**src/rtl/sync_stable_multibit_pkg.sv**
```systemverilog
// Shared definitions for the stable multi-bit capture stage.
package sync_stable_multibit_pkg;

  // Filter FSM states: waiting for a change, or qualifying a candidate word.
  typedef enum logic {
    ST_IDLE   = 1'b0,
    ST_SETTLE = 1'b1
  } state_t;

  // Ceiling log2 for sizing counters from parameters (returns 0 for value <= 1).
  function automatic int clog2(input int value);
    int result;
    result = 0;
    for (int i = 0; i < 31; i++) begin
      if ((1 << i) < value) result = i + 1;
    end
    return result;
  endfunction

endpackage

```
**src/rtl/sync_multibit.sv**
```systemverilog
// Per-bit flop synchroniser chains; no cross-bit coherency is attempted here.
module sync_multibit #(
  parameter int NB          = 8,
  parameter int SYNC_STAGES = 2
) (
  input  logic          i_clock,
  input  logic          i_reset_n,
  input  logic [NB-1:0] i_data,
  output logic [NB-1:0] o_data
);

  for (genvar b = 0; b < NB; b++) begin : g_bit
    logic [SYNC_STAGES-1:0] chain;

    // Shift the asynchronous bit through its own chain; chain[0] is the first stage.
    always_ff @(posedge i_clock or negedge i_reset_n) begin
      if (!i_reset_n) chain <= '0;
      else            chain <= {chain[SYNC_STAGES-2:0], i_data[b]};
    end

    assign o_data[b] = chain[SYNC_STAGES-1];
  end

endmodule

```
**src/rtl/sync_stable_multibit.sv**
```systemverilog
// Multi-bit receive stage: per-bit synchronisers followed by a stability filter
// that only releases a word after it has held for STABLE_CYCLES samples, so
// skewed partial updates never appear at the output.
module sync_stable_multibit
  import sync_stable_multibit_pkg::*;
#(
  parameter int NB            = 8,
  parameter int SYNC_STAGES   = 2,
  parameter int STABLE_CYCLES = 3,
  parameter int NB_CNT        = 8
) (
  input  logic              i_clock,
  input  logic              i_reset_n,
  input  logic [NB-1:0]     i_data,
  input  logic              i_clear_cnt,
  output logic [NB-1:0]     o_data,
  output logic              o_valid,
  output logic              o_busy,
  output logic [NB_CNT-1:0] o_abort_cnt
);

  localparam int                CNT_W      = clog2(STABLE_CYCLES + 1);
  localparam logic [CNT_W-1:0]  CNT_ONE    = CNT_W'(1);
  localparam logic [CNT_W-1:0]  CNT_TARGET = CNT_W'(STABLE_CYCLES);

  logic [NB-1:0]    sync_q;
  logic [NB-1:0]    cand;
  logic [NB-1:0]    out_next;
  logic [CNT_W-1:0] cnt;
  logic [CNT_W-1:0] cnt_inc;
  logic [CNT_W-1:0] cnt_next;
  logic             load_out;
  logic             load_cand;
  logic             abort;
  state_t           state;
  state_t           state_next;

  sync_multibit #(
    .NB          (NB),
    .SYNC_STAGES (SYNC_STAGES)
  ) u_sync (
    .i_clock   (i_clock),
    .i_reset_n (i_reset_n),
    .i_data    (i_data),
    .o_data    (sync_q)
  );

  assign cnt_inc = cnt + CNT_ONE;
  assign o_busy  = (state == ST_SETTLE);

  // FSM state register.
  always_ff @(posedge i_clock or negedge i_reset_n) begin
    if (!i_reset_n) state <= ST_IDLE;
    else            state <= state_next;
  end

  // Next state and datapath controls; any change of the synchronised word while
  // settling restarts qualification and counts as an abort.
  always_comb begin
    state_next = state;
    out_next   = o_data;
    load_out   = 1'b0;
    load_cand  = 1'b0;
    cnt_next   = cnt;
    abort      = 1'b0;
    case (state)
      ST_IDLE: begin
        if (sync_q != o_data) begin
          if (STABLE_CYCLES == 1) begin
            load_out = 1'b1;
            out_next = sync_q;
          end else begin
            load_cand  = 1'b1;
            cnt_next   = CNT_ONE;
            state_next = ST_SETTLE;
          end
        end
      end
      ST_SETTLE: begin
        if (sync_q == cand) begin
          cnt_next = cnt_inc;
          if (cnt_inc == CNT_TARGET) begin
            load_out   = 1'b1;
            out_next   = cand;
            state_next = ST_IDLE;
          end
        end else begin
          abort = 1'b1;
          if (sync_q == o_data) begin
            state_next = ST_IDLE;
          end else begin
            load_cand = 1'b1;
            cnt_next  = CNT_ONE;
          end
        end
      end
      default: state_next = ST_IDLE;
    endcase
  end

  // Output word, valid pulse, candidate and stable counter.
  always_ff @(posedge i_clock or negedge i_reset_n) begin
    if (!i_reset_n) begin
      o_data  <= '0;
      o_valid <= 1'b0;
      cand    <= '0;
      cnt     <= '0;
    end else begin
      o_data  <= out_next;
      o_valid <= load_out;
      cnt     <= cnt_next;
      if (load_cand) cand <= sync_q;
    end
  end

  // Saturating abort counter; a clear takes priority over a coincident abort.
  always_ff @(posedge i_clock or negedge i_reset_n) begin
    if (!i_reset_n)                         o_abort_cnt <= '0;
    else if (i_clear_cnt)                   o_abort_cnt <= '0;
    else if (abort && (o_abort_cnt != '1))  o_abort_cnt <= o_abort_cnt + 1'b1;
  end

endmodule
```
**config.mk**
```make
export PLATFORM = sky130hd
export DESIGN_NAME = sync_stable_multibit
export DESIGN_NICKNAME = d
export VERILOG_FILES = /design/src/rtl/sync_stable_multibit_pkg.sv /design/src/rtl/sync_multibit.sv /design/src/rtl/sync_stable_multibit.sv
export SDC_FILE = /design/constraint.sdc
export NUM_CORES = 1
export LEC_CHECK = 0
export BUFFER_PORTS_ARGS = -buffer_cell sky130_fd_sc_hd__clkbuf_2
export CAP_MARGIN = 20
export CORE_UTILIZATION = 55
export CTS_CLUSTER_DIAMETER = 120
export CTS_CLUSTER_SIZE = 20
export DETAILED_ROUTE_END_ITERATION = 10
export PLACE_DENSITY_LB_ADDON = 0.25
export SLEW_MARGIN = 40
export SYNTH_ARGS = -nofsm -noshare
export SYNTH_HDL_FRONTEND = slang
export SYNTH_SLANG_ARGS = --single-unit
```
**constraint.sdc**
```tcl
create_clock -name i_clock -period 2.2 [get_ports i_clock]
set_input_delay 0.33 -clock i_clock [delete_from_list [all_inputs] [get_ports i_clock]]
set_output_delay 0.33 -clock i_clock [all_outputs]
set_load 0.03 [all_outputs]
```
**Yosys cells after proc, flatten, opt, wreduce, memory -nomap -nowiden**

Cells that the tools add are included.

- Bits of input ports: 11
- Output and inout bits: 18
- Bits in registers: 44
- Word-level logic and storage cells: 46

- Multiplexer cells: 18
- Bitwise logic cells: 1
- Eq/ne operators: 7
- Add/subtract/negate cells: 2
- Reductions and logical operators: 4

Operators with widths:

| kind | count |
|---|---|
| == test 8 bit | 2 |
| two-way mux 8 bit | 2 |
| two-way mux 1 bit | 10 |
| adder 8 x 1 -> 8 bit (second input constant) | 1 |
| inequality test 8 bit | 1 |
| inequality test 8 bit (second input constant) | 1 |
| two-way mux 2 bit | 3 |
| case mux 1 bit (2 select lines) | 2 |
| case mux 2 bit (2 select lines) | 1 |
| inequality test 3 bit (second input constant) | 1 |
| AND reduction 3 bit | 1 |
| adder 2 x 1 -> 2 bit (second input constant) | 1 |
| == test 2 bit (second input constant) | 1 |
| inequality test 2 bit (second input constant) | 1 |
| AND reduction 2 bit | 1 |
| nonzero test 2 bit | 1 |
| logical AND 1 bit | 1 |
| NOT 1 bit | 1 |

**Logic depth before layout (Yosys ltp)**

Gate-level depths: netlist (run 1).

- Depth after elaboration: 6
- Mapped depth: 7

**By module**

Synthesis (run 1) repeated with hierarchy kept, for this count alone.

- Cells, all modules: 144
- Area total of the unflattened synthesis: 1926.8 um^2

By module, submodules not included:

| module | cells each | sequential area each (um^2) | times used | area an instance (um^2) |
|---|---|---|---|---|
| sync_stable_multibit | 120 | 700.7 | 1 | 1466.4 |
| sync_multibit | 24 | 400.4 | 1 | 460.4 |

**Worst setup path after synthesis (run 1)**

OpenSTA, ideal clock, no wires.

- Path type: flip-flop to flip-flop
- Start point: register o_abort_cnt[0]
- End point: register o_abort_cnt[5]
- Path slack: 408 ps
- Arrival time: 1664 ps
- Library setup time: 128 ps
- Period minus slack after synthesis: 1792 ps
- Data required time: 2072 ps
- Cell stages (with the launch flop): 7
- Path through: dfrtp_1 ha_1 and2_1 nand2_1 o21ai_1 nor4_1 mux2_1

- Word-level cells in the longest chain between the ends: 3
- Elaborated cells on any way between the ends: 6
- Those cells by class: 1 x add/sub; 1 x eq/ne; 2 x mux; 2 x reduce/logical

RTL lines:

| element | line | source |
|---|---|---|
| from (decl) | sync_stable_multibit.sv:19 | `output logic [NB_CNT-1:0] o_abort_cnt` |
| from (signal assigned) | sync_stable_multibit.sv:120 | `else if (abort && (o_abort_cnt != '1)) o_abort_cnt <= o_abort_cnt + 1'b1;` |
| adder 8 x 1 -> 8 bit / inequality test 8 bit (equally long branches) | sync_stable_multibit.sv:120 |  |
| two-way mux 8 bit / logical AND 1 bit (equally long branches) | sync_stable_multibit.sv:120 |  |
| two-way mux 8 bit / nonzero test 2 bit (equally long branches) | - |  |

Parallel ways exist; a longest one is shown, timed or not. The select of a mux whose other input is x is not followed.
A chain may end at the register's enable or synchronous reset.

**Worst setup path in the final report (run 1)**

- Start point: register u_sync.g_bit[0].chain[1]
- End point: register o_data[6]

- Word-level cells in the longest chain between the ends: 2

RTL lines:

| element | line | source |
|---|---|---|
| from (decl) | sync_multibit.sv:13 | `logic [SYNC_STAGES-1:0] chain;` |
| from (signal assigned) | sync_multibit.sv:18 | `else chain <= {chain[SYNC_STAGES-2:0], i_data[b]};` |
| == test 8 bit | sync_stable_multibit.sv:80 | `if (sync_q == cand) begin` |
| AND reduction 3 bit (no line) | - |  |
| to (signal assigned) | sync_stable_multibit.sv:109 | `o_data <= out_next;` |
| to (decl) | sync_stable_multibit.sv:16 | `output logic [NB-1:0] o_data,` |

No other way between the ends.

==> results of run 1 <==
[cell families after synthesis]
kind of cell               Yosys count  synth area share [%]
DFF                                 44                  60.1
and+or+nand+nor                     35                  11.1
muxes                               22                  13.3
xor gates and xnor gates            16                  7.65
AOI/OAI and AO/OA                   11                  4.51
buffers and inverters                7                  1.98
adders and majority gates            2                  1.37
[layout make-up]
cell class              instances  area share, %
clock buffers                   5           1.79
repair buffers                 29           7.04
well taps                      44           2.63
inverters                       3          0.537
clock inverters                 3           2.27
multi-input cells              86           33.2
flip-flops and latches         44           52.5
[registers in the layout, summed over array words and instances, names as in the netlist]
name and count:
u_sync.g_bit.chain 16, o_data 8, o_busy 1, o_valid 1, cnt 2, cand 8
o_abort_cnt 8
[timing repair]
action / 4_1_cts / 5_1_grt
endpoints found under the setup margin: 0 / 15
resized for setup: 0 / 2
buffers inserted: 0 / 0
[power by group through the flow]
stage                     Combinational, W  Clock, W  Sequential, W
after global placement           0.0000914         0       0.000874
after floorplan                  0.0000454         0       0.000881
final                            0.0000924  0.000520       0.000860
after global routing              0.000103  0.000560       0.000865
after CTS                        0.0000948  0.000526       0.000860
after detailed placement         0.0000943         0       0.000876
[placed cells by master, fill, tap and decap left out, types with 3 or more instances in the layout]
master / synthesis / layout
dfrtp_1: 44 / 44
clkbuf_2: 0 / 27
xnor2_1: 16 / 16
mux2_1: 10 / 10
mux2_2: 9 / 9
nor2_1: 7 / 7
nand2_1: 5 / 5
clkbuf_4: 0 / 5
inv_1: 3 / 3
mux2i_1: 3 / 3
nor2b_1: 3 / 3
[through the flow]
stage	hold WS, ns	utilization, %	worst slack, ns	instance area (µm²)	std cells
final	-0.0197	67.6	0.142	2100	214
after global routing	0.0271	67.6	0.0275	2100	214
after CTS	0.0253	67.5	0.0212	2090	214
after detailed placement	0.335	64.8	0.0336	2010	206
after global placement	0.333	64.8	0.134	2010	206
after floorplan	0.0344	-	0.408	1830	137
[per-layer routing]
metal / routed length [µm] / up-vias / track usage (%) / part of all wire [%]
met5: 0 / - / 0 / 0
met4: 69 / 0 / 9.97 / 2.2
met3: 122 / 8 / 4.55 / 4.0
met2: 1500 / 28 / 32.2 / 49
met1: 1390 / 561 / 25.7 / 45
li1: - / 541 / - / -
[final timing paths]
kind,from,cells past startpoint,slack (ns),endpoint
max,u_sync.g_bit[0].chain[1],5,0.14,o_data[6]
min,i_reset_n,1,-0.02,cand[5]
max reg2reg,u_sync.g_bit[0].chain[1],5,0.14,o_data[6]
min reg2reg,u_sync.g_bit[5].chain[0],0,0.36,u_sync.g_bit[5].chain[1]
max in group asynchronous,i_reset_n,2,1.56,u_sync.g_bit[1].chain[1]
min in group i_clock,i_data[5],1,0.05,u_sync.g_bit[5].chain[0]
==> impl_metrics.toml, run 1 <==
[outcome]
status = "complete, but fails checks"
failed_checks = "hold timing"

[sta]
maxSlewViolCount = 0
rsz0062_at_grt = "false"
fin_setup_tns_ns = 0
tightestPinTransition_ns = 0.688
holdWs_ns = -0.0197
post-route-period-util_pct = 93.5
setup_viol = 0
hold_viol = 28
fin_skew_ns = 0.0122
relSlewSlack_pct = 54.1
fmax_mhz = 486
fin_crit_ns = 2.06

[synth]
synth.avg_cell_area_um2 = 13.4
synth_top_area_share_pct = 60.1
synth_edf_count = 0
synth_nets = 150
syn_area_um2 = 1830
synth_seq_cells = 44
synthTopCellsByCount = "dfrtp_1 (44), xnor2_1 (16), mux2_1 (10)"
synth_area_leaders = "dfrtp_1 (60%), xnor2_1 (7.7%), mux2_1 (6.1%)"
ys_seq_area_share_pct = 60.1
synth_most_common_cell = "dfrtp_1"
yosys_warnings = 0
synth_top_cell_by_area = "dfrtp_1"
syn_inst = 137
synth_cell_types = 37
async_flop_share_pct = 100
ys.flop_type = "dfrtp_1"

[cts]
hold_buffers = 0
htree_levels = 2
root_buffer = "clkbuf_4"
clk_pin_slew_ns = 0.14
cts_tree = "built"
clk_latency_ns = 0.37
cts-buffers-inserted = 5
clock_path_buffers = 2
cts_sinks = 44

[pwr]
cellLeakagePower_nw = 0.983
power_w = 0.00147
p_clk_share_pct = 35.3
seqPwrFrac_pct = 58.4
ir_drop_uv = 548
combinationalPowerShare_pct = 6.3
p_per_area_nw_per_um2 = 702
internal_power_w = 0.00112
p_sw_w = 0.000354
swShare_pct = 24.0

[layout]
n_antenna_cell = 0
multi_input_area_um2 = 697
seqCellArea_um2 = 1100
nets = 182
drive_above_1_share_pct = 30.6
syn_to_final_growth_pct = 14.5
fillers = 250

[global_routing]
grt_pass1_wl_mm = 5.09
antenna_found_initial = 0
grt_max_degree = 32
grt_pass1_vias = 1133
grt_use_total_pct = 20.1
overflow = 0

[floorplan]
core_area_um2 = 3100
die-area_um2 = 3570
num_rows = 20
initial_core_util_pct = 59.0
die_x_um = 59.7
fp.dieH_um = 59.7
io_pins = 29

[routing]
drt_wl_total_mm = 3.08
drc_errors = 0
antenna_left = 0
drtPass1Iterations = 4
drt-initial-drc-count = 66
wl_per_cell_um = 14.4
num_vias = 1138
viasPerCell = 5.32

[critical_path]
crit_arrival_ns = 2.32
path_delay_family = "simple AND/OR/NAND/NOR gates"
required_ns = 2.46
cp-end-kind = "flop"
path_max_fanout = 11
cpMaxStageDelayCell = "dfrtp_1"
cp-start-kind = "flop"
path_cells = "xnor2_1 > nand4_2 > nor2_2 > and3_2 > mux2_2"
critPathKind = "flop to flop"
cp_slowest_stage_delay_ns = 0.44
critPathBufInv = 0

[hold_path]
min_path_type = "primary input to asynchronous set/reset pin"

[flow_run]
drv_cap = 0

[place]
io_buffers = 28
dp_hpwl_mm = 2.21
place_congestion = 0.766
Power figures use the tool's default switching activity.
==> inputs of run 2 (changes only) <==
--- a/config.mk
+++ b/config.mk
@@ -7,11 +7,12 @@
 export LEC_CHECK = 0
 export BUFFER_PORTS_ARGS = -buffer_cell sky130_fd_sc_hd__clkbuf_2
 export CAP_MARGIN = 20
-export CORE_UTILIZATION = 55
+export CORE_UTILIZATION = 49
 export CTS_CLUSTER_DIAMETER = 120
 export CTS_CLUSTER_SIZE = 20
 export DETAILED_ROUTE_END_ITERATION = 10
 export PLACE_DENSITY_LB_ADDON = 0.25
+export REMOVE_ABC_BUFFERS = 1
 export SLEW_MARGIN = 40
 export SYNTH_ARGS = -nofsm -noshare
 export SYNTH_HDL_FRONTEND = slang
==> constraint.sdc (replaced) <==
create_clock -name i_clock -period 1.8 [get_ports i_clock]
set_input_delay 0.27 -clock i_clock [delete_from_list [all_inputs] [get_ports i_clock]]
set_output_delay 0.27 -clock i_clock [all_outputs]
set_load 0.03 [all_outputs]
==> run 2 against run 1 <==
  * Wire length down 0.13%
  * Clock power up 9.0%
  * The run now ends clean
  * Die area up 12%
  * Clock skew down 0.0082 ns
  * Final cell count up 4.2%
  * Critical path depth up 1
  * Count of clock-buffer cells in the layout unchanged
  * Highest routed layer unchanged
  * Design area up 6.9%
  * Largest cell class unchanged
  * Fmax up 18%
  * Setup slack worse by 0.083 ns
==> impl_metrics.toml, run 2 (same netlist as run 1, synthesis figures left out) <==
[critical_path]
reg2reg_to = "o_data[6]"
cp_slowest_stage_delay_ns = 0.41
r2r_cells = 6
critPathLaunch = "cand[3]"
cp-end-kind = "flop"
path_delay_family = "simple AND/OR/NAND/NOR gates"
cpMaxStageDelayCell = "dfrtp_1"
required_ns = 1.97
worst_r2r_startpoint = "cand[3]"
path_cells = "xnor2_1 > nand4_2 > nor2_4 > and3_1 > buf_12 > mux2_2"
rrSetupSlack_ns = 0.06
critPathKind = "flop to flop"
critPathBufInv = 1
cp-start-kind = "flop"
crit_arrival_ns = 1.92
path_max_fanout = 9

[hold_path]
hold_start = "i_data[6]"
min_path_cells = 1
whs_endpoint = "u_sync.g_bit[6].chain[0]"
min_path_type = "primary input to flop"

[cts]
clk_latency_ns = 0.28
clk_pin_slew_ns = 0.08
root_buffer = "clkbuf_8"
clock_path_buffers = 2
cts_sinks = 44
cts-buffers-inserted = 5
cts_tree = "built"
htree_levels = 2

[routing]
drt-initial-drc-count = 61
drtPass1Iterations = 4
num_vias = 1156
drc_errors = 0
viasPerCell = 5.18
antenna_left = 0
wl_per_cell_um = 13.8
drt_wl_total_mm = 3.07

[pwr]
ir_drop_uv = 542
power_w = 0.00175
p_per_area_nw_per_um2 = 782
cellLeakagePower_nw = 1.06

[sta]
fin_setup_tns_ns = 0
holdWs_ns = 0.0846
setup_viol = 0
fmax_mhz = 574
relSlewSlack_pct = 63.6
hold_viol = 0
post-route-period-util_pct = 96.7
tightestPinTransition_ns = 0.546
maxSlewViolCount = 0
rsz0062_at_grt = "true"
fin_skew_ns = 0.00402
fin_crit_ns = 1.74

[layout]
drive_above_1_share_pct = 36.2
regMostFlops = "u_sync.g_bit.chain"
nets = 190
syn_to_final_growth_pct = 22.4
final_cell_mix = "dfrtp_1 (43), clkbuf_2 (28), xnor2_1 (12)"
fillers = 280
layout_commonest_cell = "dfrtp_1"
n_antenna_cell = 0
largest_reg_flops = 16

[floorplan]
io_pins = 29
die_x_um = 63.1
core_area_um2 = 3470
initial_core_util_pct = 52.8
num_rows = 21
die-area_um2 = 3990
fp.dieH_um = 63.1

[global_routing]
grt_pass1_wl_mm = 5.37
overflow = 0
antenna_found_initial = 0
grt_pass1_vias = 1210
grt_use_total_pct = 17.6
grt_max_degree = 25

[place]
place_congestion = 0.843
io_buffers = 28
dp_hpwl_mm = 2.28

[outcome]
status = "completed"

[flow_run]
drv_cap = 0
run 2: cell count changes in the layout (fill, tap and decap cells not counted), moves of 2 or more:
cell / before / now
xnor2_2: 0 / 4
buf_4: 1 / 5
clkinv_4: 2 / 0
clkbuf_8: 0 / 5
clkbuf_4: 5 / 0
xnor2_1: 16 / 12
buf_12: 0 / 3
run 2: worst max path at each step:
stage / to / depth (start not counted)
3_3_place_gp: o_data[7] / 6
4_1_cts: o_abort_cnt[5] / 6
3_5_place_dp: o_abort_cnt[5] / 6
2_1_floorplan: o_data[0] / 5
6_report: o_data[6] / 6
5_1_grt: o_data[5] / 6
run 2: stage by stage:
stage | cells | area [µm²] | util [%] | setup WS [ns]
after floorplan | 133 | 1810 | - | -0.00824
after global placement | 213 | 2090 | 60.2 | 0.0823
after detailed placement | 213 | 2090 | 60.2 | 0.0720
after CTS | 221 | 2180 | 62.8 | 0.0591
after global routing | 223 | 2240 | 64.6 | -0.0647
final | 223 | 2240 | 64.6 | 0.0590
run 2: layout make-up:
cell class	count	area (µm²)	share of cell area, %
clock buffers	5	68.8	3.07
flip-flops and latches	44	1100	49.2
well taps	46	57.6	2.57
multi-input cells	86	742	33.1
clock inverters	2	12.5	0.558
inverters	3	11.3	0.502
repair buffers	37	248	11.0
run 2: routing by layer:
layer | GRT usage, % | wire, µm | share of wire, %
met1 | 21.4 | 1330 | 43
met2 | 30.4 | 1610 | 52
met3 | 5.25 | 106 | 3.4
met4 | 4.36 | 21 | 0.68
met5 | 0 | 0 | 0
run 2: repair_timing:
| item | in CTS | in global routing |
|---|---|---|
| buffers inserted | 0 | 2 |
| endpoints found under the setup margin | 0 | 19 |
| hold endpoints to repair | 20 | 0 |
| hold buffers | 1 | 0 |
| resized for setup | 0 | 9 |
run 2: where the power goes:
group | internal [W] | leakage [nW] | switching, W
registers | 0.00102 | 0.545 | 0.0000323
logic | 0.0000619 | 0.470 | 0.0000689
clock network | 0.000262 | 0.0400 | 0.000305
total | 0.00135 | 1.06 | 0.000406
